$ cat config.mk
export PLATFORM = sky130hd
export DESIGN_NAME = dcm_prog_ctrl_flat
export DESIGN_NICKNAME = d
export VERILOG_FILES = /design/src/rtl/dcm_prog_ctrl_if.sv /design/src/rtl/dcm_prog_ctrl.sv /design/src/flat_wrapper.sv
export SDC_FILE = /design/constraint.sdc
export NUM_CORES = 1
export LEC_CHECK = 0
export CORE_MARGIN = 10
export CORE_UTILIZATION = 25
export CTS_CLUSTER_DIAMETER = 30
export CTS_CLUSTER_SIZE = 14
export DETAILED_ROUTE_END_ITERATION = 16
export PLACE_DENSITY_LB_ADDON = 0.08
export SYNTH_ARGS = -nofsm -noshare
export SYNTH_HDL_FRONTEND = slang
export SYNTH_SLANG_ARGS = --single-unit
$ cat constraint.sdc
create_clock -name clk -period 2.2 [get_ports clk]
set_input_delay 0.44 -clock clk [delete_from_list [all_inputs] [get_ports clk]]
set_output_delay 0.44 -clock clk [all_outputs]
set_load 0.1 [all_outputs]
$ cat src/rtl/dcm_prog_ctrl_if.sv
// Requester-side and DCM-side signals of the DCM programming arbiter.
// slave = the controller, master = the requesters plus the DCM it drives.
interface dcm_prog_ctrl_if #(
  parameter int N_REQ  = 2,
  parameter int PROG_W = 3
);
  logic [N_REQ-1:0]        req;
  logic [N_REQ*PROG_W-1:0] req_prog;
  logic [N_REQ-1:0]        grant;
  logic                    ack;
  logic                    err;
  logic                    busy;
  logic [PROG_W-1:0]       dcm_prog_in;
  logic                    dcm_update;
  logic [PROG_W-1:0]       dcm_prog_out;
  logic [PROG_W-1:0]       cur_prog;
  logic                    cur_valid;

  modport slave (
    input  req, req_prog, dcm_prog_out,
    output grant, ack, err, busy, dcm_prog_in, dcm_update, cur_prog, cur_valid
  );

  modport master (
    output req, req_prog, dcm_prog_out,
    input  grant, ack, err, busy, dcm_prog_in, dcm_update, cur_prog, cur_valid
  );
endinterface

$ cat src/rtl/dcm_prog_ctrl.sv
// Round-robin owner of a single DCM programming port: update pulse, echo wait with
// bounded retry, settle, then ack/err. Optional macro DCM_PROG_SKIP_EN skips same-code updates.
module dcm_prog_ctrl #(
  parameter int N_REQ          = 2,
  parameter int PROG_W         = 3,
  parameter int UPD_CYCLES     = 10,
  parameter int SETTLE_CYCLES  = 100,
  parameter int TIMEOUT_CYCLES = 255,
  parameter int MAX_RETRY      = 2
) (
  input  logic            clk,
  input  logic            rst,
  dcm_prog_ctrl_if.slave  bus
);

  localparam int IDX_W   = (N_REQ > 1) ? $clog2(N_REQ) : 1;
  localparam int CNT_MAX = (UPD_CYCLES > SETTLE_CYCLES)
                           ? ((UPD_CYCLES > TIMEOUT_CYCLES) ? UPD_CYCLES : TIMEOUT_CYCLES)
                           : ((SETTLE_CYCLES > TIMEOUT_CYCLES) ? SETTLE_CYCLES : TIMEOUT_CYCLES);
  localparam int CNT_W   = $clog2(CNT_MAX + 1);
  localparam int ATT_W   = (MAX_RETRY > 0) ? $clog2(MAX_RETRY + 1) : 1;

  typedef enum logic [2:0] {
    S_IDLE, S_LOAD, S_WAIT, S_SETTLE, S_DONE, S_FAIL
  } state_t;

  state_t             r_state;
  logic [N_REQ-1:0]   r_grant;
  logic               r_ack;
  logic               r_err;
  logic               r_busy;
  logic [PROG_W-1:0]  r_prog_in;
  logic               r_update;
  logic [PROG_W-1:0]  r_cur_prog;
  logic               r_cur_valid;
  logic [PROG_W-1:0]  r_target;
  logic [IDX_W-1:0]   r_rr;
  logic [CNT_W-1:0]   r_cnt;
  logic [ATT_W-1:0]   r_attempt;

  logic               w_found;
  logic [IDX_W-1:0]   w_idx;
  logic [IDX_W-1:0]   w_next_rr;
  logic [N_REQ-1:0]   w_onehot;
  logic [PROG_W-1:0]  w_code;

  // Winner = first set request at or after the round-robin pointer, wrapping.
  always_comb begin
    int k;
    k       = 0;
    w_found = 1'b0;
    w_idx   = '0;
    for (int j = 0; j < N_REQ; j++) begin
      k = int'(r_rr) + j;
      if (k >= N_REQ) k = k - N_REQ;
      if (!w_found && bus.req[k]) begin
        w_found = 1'b1;
        w_idx   = IDX_W'(k);
      end
    end
    w_next_rr = (w_idx == IDX_W'(N_REQ - 1)) ? '0 : w_idx + IDX_W'(1);
    w_onehot  = N_REQ'(1) << w_idx;
    w_code    = bus.req_prog[w_idx*PROG_W +: PROG_W];
  end

  // NOTE: all state uses non-blocking assignments so every register samples pre-edge values.
  always_ff @(posedge clk or negedge rst) begin
    if (!rst) begin
      r_state     <= S_IDLE;
      r_grant     <= '0;
      r_ack       <= 1'b0;
      r_err       <= 1'b0;
      r_busy      <= 1'b0;
      r_prog_in   <= '0;
      r_update    <= 1'b0;
      r_cur_prog  <= '0;
      r_cur_valid <= 1'b0;
      r_target    <= '0;
      r_rr        <= '0;
      r_cnt       <= '0;
      r_attempt   <= '0;
    end else begin
      case (r_state)
        S_IDLE: begin
          if (w_found) begin
            r_grant   <= w_onehot;
            r_target  <= w_code;
            r_rr      <= w_next_rr;
            r_busy    <= 1'b1;
            r_cnt     <= '0;
            r_attempt <= '0;
`ifdef DCM_PROG_SKIP_EN
            if (r_cur_valid && (w_code == r_cur_prog)) begin
              r_state     <= S_DONE;
              r_ack       <= 1'b1;
              r_cur_valid <= 1'b1;
            end else
`endif
            begin
              r_state   <= S_LOAD;
              r_update  <= 1'b1;
              r_prog_in <= w_code;
            end
          end
        end
        S_LOAD: begin
          if (r_cnt == CNT_W'(UPD_CYCLES - 1)) begin
            r_state  <= S_WAIT;
            r_update <= 1'b0;
            r_cnt    <= '0;
          end else begin
            r_cnt <= r_cnt + CNT_W'(1);
          end
        end
        S_WAIT: begin
          if (bus.dcm_prog_out == r_target) begin
            r_state <= S_SETTLE;
            r_cnt   <= '0;
          end else if (r_cnt == CNT_W'(TIMEOUT_CYCLES - 1)) begin
            r_cnt <= '0;
            if (r_attempt < ATT_W'(MAX_RETRY)) begin
              r_attempt <= r_attempt + ATT_W'(1);
              r_state   <= S_LOAD;
              r_update  <= 1'b1;
            end else begin
              r_state     <= S_FAIL;
              r_err       <= 1'b1;
              r_cur_valid <= 1'b0;
            end
          end else begin
            r_cnt <= r_cnt + CNT_W'(1);
          end
        end
        S_SETTLE: begin
          // The echo is not re-checked here; the DCM only has to match once.
          if (r_cnt == CNT_W'(SETTLE_CYCLES - 1)) begin
            r_state     <= S_DONE;
            r_ack       <= 1'b1;
            r_cur_prog  <= r_target;
            r_cur_valid <= 1'b1;
            r_cnt       <= '0;
          end else begin
            r_cnt <= r_cnt + CNT_W'(1);
          end
        end
        S_DONE, S_FAIL: begin
          r_ack   <= 1'b0;
          r_err   <= 1'b0;
          r_grant <= '0;
          r_busy  <= 1'b0;
          r_state <= S_IDLE;
        end
        default: r_state <= S_IDLE;
      endcase
    end
  end

  assign bus.grant       = r_grant;
  assign bus.ack         = r_ack;
  assign bus.err         = r_err;
  assign bus.busy        = r_busy;
  assign bus.dcm_prog_in = r_prog_in;
  assign bus.dcm_update  = r_update;
  assign bus.cur_prog    = r_cur_prog;
  assign bus.cur_valid   = r_cur_valid;

endmodule

$ cat src/flat_wrapper.sv
// flat-port wrapper written by rule: the top's interface ports become plain ports
module dcm_prog_ctrl_flat 
#(
  parameter int N_REQ          = 2,
  parameter int PROG_W         = 3,
  parameter int UPD_CYCLES     = 10,
  parameter int SETTLE_CYCLES  = 100,
  parameter int TIMEOUT_CYCLES = 255,
  parameter int MAX_RETRY      = 2
)
  (clk, rst, bus_req, bus_req_prog, bus_dcm_prog_out, bus_grant, bus_ack, bus_err, bus_busy, bus_dcm_prog_in, bus_dcm_update, bus_cur_prog, bus_cur_valid);
  dcm_prog_ctrl_if #(.N_REQ(N_REQ), .PROG_W(PROG_W)) bus_i ();
  input  logic clk;
  input  logic rst;
  input wire logic [$bits(bus_i.req)-1:0] bus_req;
  input wire logic [$bits(bus_i.req_prog)-1:0] bus_req_prog;
  input wire logic [$bits(bus_i.dcm_prog_out)-1:0] bus_dcm_prog_out;
  output wire logic [$bits(bus_i.grant)-1:0] bus_grant;
  output wire logic [$bits(bus_i.ack)-1:0] bus_ack;
  output wire logic [$bits(bus_i.err)-1:0] bus_err;
  output wire logic [$bits(bus_i.busy)-1:0] bus_busy;
  output wire logic [$bits(bus_i.dcm_prog_in)-1:0] bus_dcm_prog_in;
  output wire logic [$bits(bus_i.dcm_update)-1:0] bus_dcm_update;
  output wire logic [$bits(bus_i.cur_prog)-1:0] bus_cur_prog;
  output wire logic [$bits(bus_i.cur_valid)-1:0] bus_cur_valid;
  assign bus_i.req = bus_req;
  assign bus_i.req_prog = bus_req_prog;
  assign bus_i.dcm_prog_out = bus_dcm_prog_out;
  assign bus_grant = bus_i.grant;
  assign bus_ack = bus_i.ack;
  assign bus_err = bus_i.err;
  assign bus_busy = bus_i.busy;
  assign bus_dcm_prog_in = bus_i.dcm_prog_in;
  assign bus_dcm_update = bus_i.dcm_update;
  assign bus_cur_prog = bus_i.cur_prog;
  assign bus_cur_valid = bus_i.cur_valid;
  dcm_prog_ctrl #(.N_REQ(N_REQ), .PROG_W(PROG_W), .UPD_CYCLES(UPD_CYCLES), .SETTLE_CYCLES(SETTLE_CYCLES), .TIMEOUT_CYCLES(TIMEOUT_CYCLES), .MAX_RETRY(MAX_RETRY)) u_core (.clk(clk), .rst(rst), .bus(bus_i));
endmodule
==> run_results.csv <==
group,metric,value,unit
power_and_ir_drop,combPwrFrac,0.541,
floorplanning,die_x,94.74,um
global_routing,grt_first_pass_wirelength,5844,um
power_and_ir_drop,intPower,1.197,mW
timing,drv_slew,0,
route,drc,0,
route,drt.antenna.violating_nets,0,
run,drv_cap,0,
floorplanning,coreArea,5473,um^2
layout,final_area,1770,um^2
route,via_per_inst,4.634,
route,vias,1126,
clock_network,post_cts_resize_count,0,
timing,finalCritPeriodShare,0.8628,
placed_design,post-dp-hpwl,2686,um
layout,fin_nets,188,
clock_network,ctsHoldBuffers,0,
timing,worst_slew_pin_slew,409.8,ps
critical_path,crit_buf_inv,1,
clock_network,cts_tree,"done",
power_and_ir_drop,p_total,2.475,mW
synthesis,synthesis.nets,155,
timing,finalSetupViolations,0,
synthesis,yosys_most_used_dff,"dfrtp_1",
route,wl_per_cell,14.45,um
min_path,min_path_cells,2,
critical_path,rrSetupSlack,300,ps
clock_network,cts_made_buffers,3,
timing,period_needed,1898,ps
global_routing,grt_max_degree,28,
floorplanning,initial_core_util,0.2551,
min_path,hold_end,"u_core.bus.busy$_DFFE_PN0P_",
floorplanning,die_h,94.74,um
synthesis,yosysUniqueCellTypes,37,
critical_path,crit_type,"reg2reg",
layout,final_common_cell,"dfrtp_1",
critical_path,start_kind,"flop",
floorplanning,io_pins,26,
critical_path,crit_chain,"inv_1 > ha_1 > nand2_1 > nor3_2 > nor3b_2 > a21oi_4 > nor3_1 > a211o_1",
power_and_ir_drop,swShare,0.5163,
clock_network,cts-root-buf,"clkbuf_8",
timing,max_freq,526.8,MHz
clock_network,path_clk_slew,100,ps
global_routing,grt_util_all_layers,0.08233,
timing,rsz0062_at_grt,"false",
power_and_ir_drop,seq_power_share,0.337,
layout,mostFrequentLayoutCells,"27 x dfrtp_1, 20 x nand2_1, 20 x buf_4",
critical_path,crit_path_end_kind,"flop",
critical_path,path_max_fanout,13,
min_path,hp-class,"reg2reg",
route,dr.pass1.iters,5,
clock_network,htreeDepth,1,
critical_path,worstReg2RegStart,"u_core.r_cnt[0]$_DFFE_PN0P_",
global_routing,overflow,0,
placed_design,postPlaceCellArea,1722,um^2
power_and_ir_drop,power_density,1398,nW/um^2
outcome,status,"finished clean",
critical_path,slowest_delay,440,ps
synthesis,synth.cell_area,1396,um^2
clock_network,cts_sinks,27,
timing,relSlewSlack,0.7247,
layout,n_antenna_cell,0,
critical_path,cp_top_family,"compound AO/OA/AOI/OAI gates",
global_routing,antenna_found_initial,0,
clock_network,cts_buffer_depth,2,
power_and_ir_drop,p_switching,1.278,mW
power_and_ir_drop,leakagePower,0.8122,nW
critical_path,cp.required,2370,ps
critical_path,r2r_cells,8,
timing,clock_skew,6.718,ps
critical_path,critical_path_arrival,2070,ps
critical_path,r2r-end,"u_core.r_cnt[4]$_DFFE_PN0P_",
route,drt_wl_total,3511,um
power_and_ir_drop,p_clk_frac,0.123,
synthesis,synth_edf_count,0,
layout,area_delta_synth_final,26.79,%
synthesis,ys_seq_elements,27,
floorplanning,die-area,8975,um^2
placed_design,finalWeightedCongestion,0.7961,
clock_network,post_cts_buffers,0,
floorplanning,rows,27,
power_and_ir_drop,ir_worst_vdd,604.4,uV
synthesis,synth.yosys.seq_area_share,0.4839,
layout,drive_above_1_share,0.2105,
clock_network,clock_latency,280,ps
timing,hold_viol_final,0,
synthesis,syn_area_per_cell,10.05,um^2
synthesis,async_flop_share,1.000,
global_routing,grt_pass1_vias,1142,
critical_path,slowest_stage,"dfrtp_1",
synthesis,ys_warn_count,0,
synthesis,netlist_instances,139,
route,drtIter0Drc,86,
min_path,min_from,"u_core.bus.busy$_DFFE_PN0P_",
placed_design,io_buffers,25,
-- how the worst max path moves through the flow --
stage | end | cells past startpoint | start
5_1_grt | u_core.r_cnt[4]$_DFFE_PN0P_ | 7 | u_core.r_cnt[0]$_DFFE_PN0P_
3_3_place_gp | u_core.r_cnt[3]$_DFFE_PN0P_ | 7 | bus_dcm_prog_out[2]
4_1_cts | u_core.r_cnt[4]$_DFFE_PN0P_ | 8 | u_core.r_cnt[0]$_DFFE_PN0P_
3_5_place_dp | u_core.r_cnt[4]$_DFFE_PN0P_ | 7 | bus_dcm_prog_out[1]
2_1_floorplan | u_core.r_cnt[3]$_DFFE_PN0P_ | 7 | u_core.bus.dcm_prog_in[2]$_DFFE_PN0P_
6_report | u_core.r_cnt[4]$_DFFE_PN0P_ | 8 | u_core.r_cnt[0]$_DFFE_PN0P_
-- routing by layer --
| metal | global-route usage | part of all wire |
|---|---|---|
| met5 | 0 | 0 |
| met4 | 0.02993 | 0.013 |
| met3 | 0.02220 | 0.051 |
| met2 | 0.1281 | 0.47 |
| met1 | 0.1069 | 0.46 |
-- stage by stage --
| step | hold slack (ps) | cells | setup slack, ps | TNS (ps) | util |
|---|---|---|---|---|---|
| after floorplan | 144.4 | 139 | 31.51 | 0 | - |
| after global placement | 463.6 | 239 | 28.53 | 0 | 0.3146 |
| after detailed placement | 473.5 | 239 | -16.84 | -23.39 | 0.3146 |
| after CTS | 498.4 | 243 | 294.0 | 0 | 0.3235 |
| after global routing | 507.9 | 243 | 191.0 | 0 | 0.3235 |
| final | 491.1 | 243 | 301.8 | 0 | 0.3235 |
-- synth_stat cells, types with 2 or more instances --
cell type,instances,area (um^2)
o21ai_0,7,35.03
a21oi_1,6,30.03
a21o_1,4,30.03
a222oi_1,2,20.02
nor3_1,5,25.02
nand2_1,20,75.07
inv_1,7,26.28
o21ai_1,2,10.01
mux2i_1,2,20.02
nor3b_2,2,25.02
ha_1,3,37.54
mux2_2,4,45.04
a211o_1,3,26.28
dfrtp_1,27,675.7
buf_6,2,22.52
nand3_1,7,35.03
nor2_1,10,37.54
nor2b_1,2,12.51
xnor2_1,4,35.03
nor3_2,3,30.03
-- registers in the layout, indices dropped and copies added, names as in the netlist, 2 cells and up --
| register | flops |
|---|---|
| u_core.r_cnt | 8 |
| u_core.bus.dcm_prog_in | 3 |
| u_core.r_attempt | 2 |
| u_core.bus.cur_prog | 3 |
| u_core.r_state | 3 |
| u_core.bus.grant | 2 |
-- layout make-up --
cell class,instances,area [um^2]
Fill cell,583,3702
Sequential cell,27,675.6
Multi-Input combinational cell,101,659.4
Timing Repair Buffer,32,270.3
Tap cell,72,90.09
Clock buffer,3,41.29
Inverter,7,26.28
Clock inverter,1,7.507
-- tightest hold or removal path, cell delays in order (launching register included) --
cell and delay (ps):
dfrtp_1 360, nand2_1 50, nand2_1 50
-- power by group through the flow --
stage               clock network (mW)  registers, mW  logic, mW
finish                           0.304          0.833       1.34
global route                     0.343          0.857       1.45
CTS                              0.321          0.832       1.36
floorplan                            0           1.26      0.599
detailed placement                   0          0.840       1.35
global placement                     0          0.842       1.35
-- cells by family (layout without fill, tap and decap cells) --
| group | count (synthesis) | in the layout | synth area share |
|---|---|---|---|
| xor+xnor | 4 | 4 | 0.02509 |
| simple gates | 57 | 57 | 0.2195 |
| flops | 27 | 27 | 0.4839 |
| fa+ha+maj | 3 | 3 | 0.02688 |
| compound gates | 31 | 31 | 0.1541 |
| buf+inv | 11 | 43 | 0.04391 |
| mux | 6 | 6 | 0.04659 |
Note: power is estimated with default switching activity, not from simulation.
